==> src/rtl/tl_pkg.sv <==
// TileLink-UL shared definitions: opcodes, field widths, A payload bundle,
// arbiter state encoding and the beat-count helper.
package tl_pkg;

  localparam logic [2:0] PUT_FULL    = 3'd0;
  localparam logic [2:0] PUT_PARTIAL = 3'd1;
  localparam logic [2:0] ARITH       = 3'd2;
  localparam logic [2:0] LOGIC       = 3'd3;
  localparam logic [2:0] GET         = 3'd4;
  localparam logic [2:0] INTENT      = 3'd5;

  localparam int OP_W      = 3;
  localparam int A_PARAM_W = 3;
  localparam int D_PARAM_W = 2;
  localparam int SIZE_W    = 4;
  localparam int ADDR_W    = 31;
  localparam int MASK_W    = 8;
  localparam int DATA_W    = 64;

  typedef enum logic [1:0] {
    ST_IDLE,
    ST_HOLD,
    ST_BURST
  } arb_st_t;

  typedef struct packed {
    logic [OP_W-1:0]      opcode;
    logic [A_PARAM_W-1:0] param;
    logic [SIZE_W-1:0]    size;
    logic [ADDR_W-1:0]    address;
    logic [MASK_W-1:0]    mask;
    logic [DATA_W-1:0]    data;
    logic                 corrupt;
  } tl_a_t;

  // Only data-bearing opcodes (0..3) carry more than one 8-byte beat.
  function automatic logic [15:0] tl_num_beats(
    input logic [OP_W-1:0]   opcode,
    input logic [SIZE_W-1:0] size
  );
    logic [15:0] b;
    b = 16'd1;
    if (!opcode[2] && size > 4'd3)
      b = 16'd1 << (size - 4'd3);
    return b;
  endfunction

endpackage

==> src/rtl/rr_arb2.sv <==
// Two-way round-robin pick: on a tie the requester not served last wins.
module rr_arb2 (
  input  logic v0,
  input  logic v1,
  input  logic rr_last,
  output logic sel
);

  assign sel = (v0 & v1) ? ~rr_last : v1;

endmodule

==> src/rtl/tl_client_arbiter_2to1.sv <==
// Shares one TL-UL client port between two requesters: round-robin A
// arbitration with burst-locked grant, D routed on the source MSB.
module tl_client_arbiter_2to1
  import tl_pkg::*;
#(
  parameter int SRC_W    = 2,
  parameter int MAX_LGSZ = 6
) (
  input  logic                 clock,
  input  logic                 reset,

  output logic                 in0_a_ready,
  input  logic                 in0_a_valid,
  input  logic [OP_W-1:0]      in0_a_bits_opcode,
  input  logic [A_PARAM_W-1:0] in0_a_bits_param,
  input  logic [SIZE_W-1:0]    in0_a_bits_size,
  input  logic [SRC_W-1:0]     in0_a_bits_source,
  input  logic [ADDR_W-1:0]    in0_a_bits_address,
  input  logic [MASK_W-1:0]    in0_a_bits_mask,
  input  logic [DATA_W-1:0]    in0_a_bits_data,
  input  logic                 in0_a_bits_corrupt,
  input  logic                 in0_d_ready,
  output logic                 in0_d_valid,
  output logic [OP_W-1:0]      in0_d_bits_opcode,
  output logic [D_PARAM_W-1:0] in0_d_bits_param,
  output logic [SIZE_W-1:0]    in0_d_bits_size,
  output logic [SRC_W-1:0]     in0_d_bits_source,
  output logic                 in0_d_bits_sink,
  output logic                 in0_d_bits_denied,
  output logic [DATA_W-1:0]    in0_d_bits_data,
  output logic                 in0_d_bits_corrupt,

  output logic                 in1_a_ready,
  input  logic                 in1_a_valid,
  input  logic [OP_W-1:0]      in1_a_bits_opcode,
  input  logic [A_PARAM_W-1:0] in1_a_bits_param,
  input  logic [SIZE_W-1:0]    in1_a_bits_size,
  input  logic [SRC_W-1:0]     in1_a_bits_source,
  input  logic [ADDR_W-1:0]    in1_a_bits_address,
  input  logic [MASK_W-1:0]    in1_a_bits_mask,
  input  logic [DATA_W-1:0]    in1_a_bits_data,
  input  logic                 in1_a_bits_corrupt,
  input  logic                 in1_d_ready,
  output logic                 in1_d_valid,
  output logic [OP_W-1:0]      in1_d_bits_opcode,
  output logic [D_PARAM_W-1:0] in1_d_bits_param,
  output logic [SIZE_W-1:0]    in1_d_bits_size,
  output logic [SRC_W-1:0]     in1_d_bits_source,
  output logic                 in1_d_bits_sink,
  output logic                 in1_d_bits_denied,
  output logic [DATA_W-1:0]    in1_d_bits_data,
  output logic                 in1_d_bits_corrupt,

  input  logic                 out_a_ready,
  output logic                 out_a_valid,
  output logic [OP_W-1:0]      out_a_bits_opcode,
  output logic [A_PARAM_W-1:0] out_a_bits_param,
  output logic [SIZE_W-1:0]    out_a_bits_size,
  output logic [SRC_W:0]       out_a_bits_source,
  output logic [ADDR_W-1:0]    out_a_bits_address,
  output logic [MASK_W-1:0]    out_a_bits_mask,
  output logic [DATA_W-1:0]    out_a_bits_data,
  output logic                 out_a_bits_corrupt,
  output logic                 out_d_ready,
  input  logic                 out_d_valid,
  input  logic [OP_W-1:0]      out_d_bits_opcode,
  input  logic [D_PARAM_W-1:0] out_d_bits_param,
  input  logic [SIZE_W-1:0]    out_d_bits_size,
  input  logic [SRC_W:0]       out_d_bits_source,
  input  logic                 out_d_bits_sink,
  input  logic                 out_d_bits_denied,
  input  logic [DATA_W-1:0]    out_d_bits_data,
  input  logic                 out_d_bits_corrupt
);

  localparam int CW = MAX_LGSZ - 3;
  localparam logic [SIZE_W-1:0] MAX_SZ = SIZE_W'(MAX_LGSZ);

  arb_st_t        st, st_n;
  logic           grant, grant_n;
  logic           rr_last, rr_last_n;
  logic [CW-1:0]  beats_left, beats_left_n;

  logic           arb_sel;
  logic           cur;
  logic           v_cur;
  logic           fire;
  logic [15:0]    beats;
  tl_a_t          a0, a1, a_cur;
  logic [SRC_W-1:0] src_cur;
  logic           d_idx;

  rr_arb2 u_rr (
    .v0      (in0_a_valid),
    .v1      (in1_a_valid),
    .rr_last (rr_last),
    .sel     (arb_sel)
  );

  assign a0 = '{
    opcode:  in0_a_bits_opcode,
    param:   in0_a_bits_param,
    size:    in0_a_bits_size,
    address: in0_a_bits_address,
    mask:    in0_a_bits_mask,
    data:    in0_a_bits_data,
    corrupt: in0_a_bits_corrupt
  };

  assign a1 = '{
    opcode:  in1_a_bits_opcode,
    param:   in1_a_bits_param,
    size:    in1_a_bits_size,
    address: in1_a_bits_address,
    mask:    in1_a_bits_mask,
    data:    in1_a_bits_data,
    corrupt: in1_a_bits_corrupt
  };

  // Fresh arbitration only in IDLE; otherwise the mux is locked to grant.
  assign cur     = (st == ST_IDLE) ? arb_sel : grant;
  assign a_cur   = cur ? a1 : a0;
  assign src_cur = cur ? in1_a_bits_source : in0_a_bits_source;
  assign v_cur   = cur ? in1_a_valid : in0_a_valid;

  assign out_a_valid = ~reset & v_cur;
  assign in0_a_ready = ~reset & ~cur & out_a_ready;
  assign in1_a_ready = ~reset &  cur & out_a_ready;
  assign fire        = out_a_valid & out_a_ready;
  assign beats       = tl_num_beats(a_cur.opcode, a_cur.size);

  assign out_a_bits_opcode  = a_cur.opcode;
  assign out_a_bits_param   = a_cur.param;
  assign out_a_bits_size    = a_cur.size;
  assign out_a_bits_source  = {cur, src_cur};
  assign out_a_bits_address = a_cur.address;
  assign out_a_bits_mask    = a_cur.mask;
  assign out_a_bits_data    = a_cur.data;
  assign out_a_bits_corrupt = a_cur.corrupt;

  always_comb begin
    st_n         = st;
    grant_n      = grant;
    rr_last_n    = rr_last;
    beats_left_n = beats_left;
    unique case (st)
      ST_IDLE, ST_HOLD: begin
        if (fire) begin
          rr_last_n = cur;
          if (beats > 16'd1) begin
            st_n         = ST_BURST;
            grant_n      = cur;
            beats_left_n = CW'(beats - 16'd1);
          end else begin
            st_n = ST_IDLE;
          end
        end else if (v_cur) begin
          st_n    = ST_HOLD;
          grant_n = cur;
        end
      end
      ST_BURST: begin
        if (fire) begin
          beats_left_n = beats_left - CW'(1);
          if (beats_left == CW'(1))
            st_n = ST_IDLE;
        end
      end
      default: st_n = ST_IDLE;
    endcase
  end

  always_ff @(posedge clock or posedge reset) begin
    if (reset) begin
      st         <= ST_IDLE;
      grant      <= 1'b0;
      rr_last    <= 1'b1;
      beats_left <= '0;
    end else begin
      st         <= st_n;
      grant      <= grant_n;
      rr_last    <= rr_last_n;
      beats_left <= beats_left_n;
    end
  end

  assert property (@(posedge clock) disable iff (reset)
    out_a_valid |-> a_cur.size <= MAX_SZ);

  // D path is stateless: valid steered by source MSB, payload fans out.
  assign d_idx       = out_d_bits_source[SRC_W];
  assign in0_d_valid = ~reset & out_d_valid & ~d_idx;
  assign in1_d_valid = ~reset & out_d_valid &  d_idx;
  assign out_d_ready = ~reset & (d_idx ? in1_d_ready : in0_d_ready);

  assign in0_d_bits_opcode  = out_d_bits_opcode;
  assign in0_d_bits_param   = out_d_bits_param;
  assign in0_d_bits_size    = out_d_bits_size;
  assign in0_d_bits_source  = out_d_bits_source[SRC_W-1:0];
  assign in0_d_bits_sink    = out_d_bits_sink;
  assign in0_d_bits_denied  = out_d_bits_denied;
  assign in0_d_bits_data    = out_d_bits_data;
  assign in0_d_bits_corrupt = out_d_bits_corrupt;

  assign in1_d_bits_opcode  = out_d_bits_opcode;
  assign in1_d_bits_param   = out_d_bits_param;
  assign in1_d_bits_size    = out_d_bits_size;
  assign in1_d_bits_source  = out_d_bits_source[SRC_W-1:0];
  assign in1_d_bits_sink    = out_d_bits_sink;
  assign in1_d_bits_denied  = out_d_bits_denied;
  assign in1_d_bits_data    = out_d_bits_data;
  assign in1_d_bits_corrupt = out_d_bits_corrupt;

endmodule

==> config.mk <==
export PLATFORM = sky130hd
export DESIGN_NAME = tl_client_arbiter_2to1
export DESIGN_NICKNAME = d
export VERILOG_FILES = /design/src/rtl/tl_pkg.sv /design/src/rtl/rr_arb2.sv /design/src/rtl/tl_client_arbiter_2to1.sv
export SDC_FILE = /design/constraint.sdc
export NUM_CORES = 1
export LEC_CHECK = 0
export BUFFER_PORTS_ARGS = -buffer_cell sky130_fd_sc_hd__buf_2
export CAP_MARGIN = 20
export CORE_AREA = 4 4 232 234
export CTS_BUF_LIST = sky130_fd_sc_hd__clkbuf_4 sky130_fd_sc_hd__clkbuf_8
export DETAILED_ROUTE_END_ITERATION = 12
export DIE_AREA = 0 0 236 238
export SYNTH_ARGS = -nofsm -noshare
export SYNTH_HDL_FRONTEND = slang
export SYNTH_SLANG_ARGS = --single-unit
==> constraint.sdc <==
create_clock -name clock -period 5.4 [get_ports clock]
set_input_delay 0.54 -clock clock [delete_from_list [all_inputs] [get_ports clock]]
set_output_delay 0.54 -clock clock [all_outputs]
set_load 0.01 [all_outputs]
Word-level counts from Yosys, hierarchy flattened
Cells that the tools add are included.
{"block": "word_totals", "elab_cells": 64, "register_bits": 7, "input_bits": 319}
{"block": "op_classes", "n_reduce_logical": 10, "bitwise_logic": 15, "n_eq_ne": 9, "muxes": 20, "shift": 1, "n_addsub": 3, "order_cmp": 2}
{"op": "$mux W114", "count": 1}
{"op": "$gt A16 B1 Y1 const B", "count": 1}
{"op": "$mux W16", "count": 1}
{"op": "$shl A1 B4 Y16 const A", "count": 1}
{"op": "$mux W2", "count": 6}
{"op": "$and A1 B1 Y1", "count": 11}
{"op": "$mux W3", "count": 3}
{"op": "$ne A2 B2 Y1 const B", "count": 4}
{"op": "$mux W1", "count": 7}
{"op": "$pmux W3 S2", "count": 1}
{"op": "$reduce_and A3 Y1", "count": 2}
{"op": "$sub A3 B1 Y3 const B", "count": 2}
{"op": "$gt A4 B2 Y1 const B", "count": 1}
{"op": "$not A1 Y1", "count": 4}
{"op": "$pmux W2 S2", "count": 1}
{"op": "$reduce_and A4 Y1", "count": 1}
{"op": "$reduce_bool A2 Y1", "count": 2}
{"op": "$sub A4 B2 Y4 const B", "count": 1}
{"op": "$eq A3 B1 Y1 const B", "count": 1}
{"op": "$ne A3 B3 Y1 const B", "count": 1}
{"op": "$eq A2 B1 Y1 const B", "count": 1}
{"op": "$eq A2 B2 Y1 const B", "count": 1}
{"op": "$logic_not A2 Y1", "count": 1}
{"op": "$ne A2 B1 Y1 const B", "count": 1}
{"op": "4 further kinds", "count": 4}

Longest topological paths before layout
{"block": "depth", "word_depth": 11, "mapped_depth": 13, "depth_no_buf": 11}

Hierarchy
A second synthesis with hierarchy kept.
{"block": "hier_totals", "hier_cells": 617, "hier_area_um2": 3294.4}
{"mod": "tl_client_arbiter_2to1", "cells_each": 616, "area_per_inst_um2": 3283.1, "n_inst": 1}
{"mod": "rr_arb2", "cells_each": 1, "area_per_inst_um2": 11.3, "n_inst": 1}

Worst setup path after synthesis
No wires, ideal clock.
{"block": "synth_path", "kind": "register to register", "startpoint": "register st[1]", "endpoint": "register beats_left[2]", "slack_ns": 2.808, "setup_time_ns": 0.122, "path_stages_with_launch": 12, "arrival_ns": 2.470, "required_time_ns": 5.278, "cell_sequence": "dfrtp_1 > buf_4 > nor2_4 > mux2i_4 > inv_2 > o21ai_0 > nand2b_1 > ha_1 > or4b_1 > a21oi_1 > or4_1 > o2bb2ai_1"}
{"block": "synth_between", "elab_chain_cells": 10, "word_cells_on_any_way": 25, "classes_between": "add/sub: 2; order compare: 2; eq/ne: 5; shift: 1; mux: 7; bitwise: 2; reduce/logical: 6"}
{"element": "start: declaration", "line": "tl_client_arbiter_2to1.sv:79", "rtl": "arb_st_t st, st_n;"}
{"element": "start signal: assignment", "line": "tl_client_arbiter_2to1.sv:180", "rtl": "st <= st_n;"}
{"element": "$logic_not A2 Y1 *", "line": "tl_client_arbiter_2to1.sv:121", "rtl": "assign cur = (st == ST_IDLE) ? arb_sel : grant;"}
{"element": "$mux W1 *", "line": "tl_client_arbiter_2to1.sv:121"}
{"element": "$mux W114 *", "line": "tl_client_arbiter_2to1.sv:122", "rtl": "assign a_cur = cur ? a1 : a0;"}
{"element": "net out_a_bits_size[0]", "line": "tl_client_arbiter_2to1.sv:58", "rtl": "output logic [SIZE_W-1:0] out_a_bits_size,"}
{"element": "$sub A4 B2 Y4 or $gt A4 B2 Y1 (tied branches)", "line": "tl_pkg.sv:44, tl_pkg.sv:43"}
{"element": "$shl A1 B4 Y16 or $logic_and A1 B1 Y1 (tied branches)", "line": "tl_pkg.sv:44, tl_pkg.sv:43"}
{"element": "$mux W16 *", "line": "tl_pkg.sv:43", "rtl": "if (!opcode[2] && size > 4'd3)"}
{"element": "parallel branches: the longest is 4 deep, another holds $gt A16 B1 Y1"}
{"element": "end signal: assignment", "line": "tl_client_arbiter_2to1.sv:183", "rtl": "beats_left <= beats_left_n;"}
{"element": "end: declaration", "line": "tl_client_arbiter_2to1.sv:82", "rtl": "logic [CW-1:0] beats_left, beats_left_n;"}
Mark *: on every way through the listed nets, which the timed path passes. The select of a mux whose other input is x is not followed.
A chain may end at the register's enable or synchronous reset.

Worst setup path in the final report
{"block": "layout_path", "startpoint": "register st[1]", "endpoint": "output out_a_bits_data[11]"}
{"block": "layout_between", "elab_chain_cells": 3}
{"element": "$logic_not A2 Y1", "line": "tl_client_arbiter_2to1.sv:121"}
{"element": "$mux W1", "line": "tl_client_arbiter_2to1.sv:121"}
{"element": "$mux W114", "line": "tl_client_arbiter_2to1.sv:122"}
{"element": "end: declaration", "line": "tl_client_arbiter_2to1.sv:62", "rtl": "output logic [DATA_W-1:0] out_a_bits_data,"}
No other way between the ends.

==> impl_metrics.yaml <==
critical_path:
  reg2regPathDepth: 10
  crit_family: "buffers and inverters"
  cp_slowest_cell: "buf_4"
  crit_top_cell: "nand2_1"
  critPathKind: "reg -> out"
  critPathMaxFanout: 65
  slowest_delay_ns: 0.63
  cp_num_buf_inv: 3
  cp.required_ns: 4.86
  rrSetupSlack_ns: 2.33
  startpoint_type: "register"
  end_kind: "output port"
  cp_cell_sequence: "nor2_4 > mux2i_4 > inv_4 > buf_4 > nand2_1 > nand2_1 > buf_2"
  cp.depth: 7
  critPathArrivalTime_ns: 2.61
clock_tree:
  root_buffer: "clkbuf_8"
  cts_resized: 0
  cts-buffers-inserted: 3
  postCtsSetupBuffers: 0
  cts-hold-fix-buffers: 0
  cts_tree: "yes"
  worstSkewPairLatency_ns: 0.23
  cts_buffer_depth: 2
  clk_pin_slew_ns: 0.04
  cts.sinks: 7
  h-tree-depth: 1
timing:
  setup_viol: 0
  finalCriticalPeriod_ns: 3.145
  finalHoldViolations: 0
  fmax_mhz: 317.9
  tns_ns: 0
  final.setup.worst_slack_ns: 2.255
  rsz0062_at_grt: "false"
  finClkSkew_ns: 0.001494
  slew_violations: 0
  period_share: 0.5825
  max-slew-margin-rel: 0.5334
  worst_slew_pin_slew_ns: 0.6998
final_layout:
  nFillCells: 6192
  final_util: 0.09149
  design_area_sq_um: 4760
  syn_to_final_growth_pct: 43.76
  num_antenna_cells: 0
  stdcell_count: 1487
  multiInputGateArea_sq_um: 1794
  finalNetCount: 1123
  regArea_sq_um: 176.4
  final_layout_size_suffix_gt1_frac: 0.4768
yosys:
  synth_area_leaders: "nand2_1, buf_4, dfrtp_1"
  synth_top_cell_area_share: 0.3968
  ys_ff_latch: 7
  synthCells: 614
  yosys_warnings: 0
  syn-num-nets: 937
  avgSynthCellArea_sq_um: 5.392
  syn_area_sq_um: 3311
  synth_edf_count: 0
  yosysTopAreaCell: "nand2_1"
  synthArstFlopShare: 1.000
  ys_seq_area_frac: 0.05329
  ys_types: 38
  synth_ff_type: "dfrtp_1"
place:
  placed_cells: 1483
  place_ws_ns: 2.244
  dp_hpwl_um: 18360
  dpl_cell_area_sq_um: 4711
  io_buffer_count: 363
  place.gp.congestion: 0.7715
floorplan:
  fp-row-count: 84
  fp.coreArea_sq_um: 52020
  dieArea_sq_um: 56170
  boundaryPins: 598
  die_y_um: 238
  die_w_um: 236
  start_util: 0.06364
worst_hold_path:
  min_path_type: "in -> async"
global_route:
  grt_pass1_wl_um: 26780
  antenna_found_initial: 10
  grt.total_usage: 0.06474
  gr-total-overflow: 0
  grt_pass1_vias: 4125
  grt_max_degree: 67
power:
  power_leakage_nw: 2.805
  power_density_nw_per_um2: 397.5
  ir_worst_vdd_mv: 0.3592
drt:
  drt_wl_total_um: 20140
  first_iter_violations: 110
  wl_per_cell_um: 13.55
  drc_errors: 0
  drtAntennaViolNets: 0
  vias_per_cell: 2.910
  first_pass_iters: 4
  vias: 4327
job:
  max_cap_violations: 0
status:
  status: "finished clean"
==> cells in the mapped netlist (2+ instances only) <==
cell type / n
buf_2: 12
buf_4: 158
o211ai_1: 2
nor3b_1: 2
buf_1: 4
nor2_1: 9
clkbuf_1: 11
dfrtp_1: 6
nand2b_1: 2
o21bai_1: 2
inv_1: 9
o21ai_0: 7
mux2i_1: 4
mux2_2: 3
nand2_1: 350
a21oi_1: 7
ha_1: 4
nor4b_1: 2
==> placed cells by master (no fill, tap or decap), types with 4 or more instances in the layout <==
cell	synthesis	final
buf_2	12	363
nand2_1	350	350
inv_1	9	9
nor2_1	9	9
o21ai_0	7	7
a21oi_1	7	7
dfrtp_1	6	6
mux2i_1	4	4
ha_1	4	4
==> worst paths after layout <==
path                                startpoint                         to
setup / recovery             st[1]$_DFFE_PP0P_        out_a_bits_data[11]
hold / removal                           reset  beats_left[1]$_DFFE_PP0P_
setup reg to reg             st[1]$_DFFE_PP0P_  beats_left[2]$_DFFE_PP0P_
hold reg to reg            rr_last$_DFFE_PP1P_        rr_last$_DFFE_PP1P_
max in group asynchronous                reset        rr_last$_DFFE_PP1P_
min in group clock         rr_last$_DFFE_PP1P_        rr_last$_DFFE_PP1P_
==> where the power goes <==
group          leakage [nW]  switching (W)   total, W  internal [W]
Combinational          2.70        0.00109    0.00171      0.000617
Sequential           0.0837      0.0000241   0.000103     0.0000791
Clock                0.0262      0.0000229  0.0000790     0.0000561
Total                  2.80        0.00114    0.00189      0.000752
==> registers in the layout (all words and copies together), names as in the netlist <==
name	flops
beats_left	3
st	2
grant	1
rr_last	1
==> area by class of cell <==
cell class                      instances  share of cell area
Timing Repair Buffer                  366              0.3864
Multi-Input combinational cell        412              0.3770
Tap cell                              688              0.1809
Sequential cell                         7             0.03707
Clock buffer                            4             0.01025
Inverter                               10            0.008412
==> cells by family after synthesis <==
| kind of cell | Yosys count | synth area share |
|---|---|---|
| AND/OR/NAND/NOR | 373 | 0.4414 |
| buffers and inverters | 195 | 0.4048 |
| AO/OA/AOI/OAI | 25 | 0.04837 |
| multiplexers | 10 | 0.03703 |
| flip-flops | 7 | 0.05329 |
| adder cells (fa/ha/maj) | 4 | 0.01512 |
==> stage by stage <==
stage / power [W] / hold slack, ns
finish: 0.001892 / 0.2995
global route: 0.002123 / 0.3437
CTS: 0.001926 / 0.3065
detailed placement: 0.001842 / 0.5097
global placement: 0.001841 / 0.4979
floorplan: 0.001247 / 0.3558
==> per-layer routing <==
layer,part of all wire,track usage
met1,0.25,0.04865
met4,0.050,0.02954
met5,0.0043,0
met2,0.46,0.1112
met3,0.23,0.06172
Power figures use the tool's default switching activity.
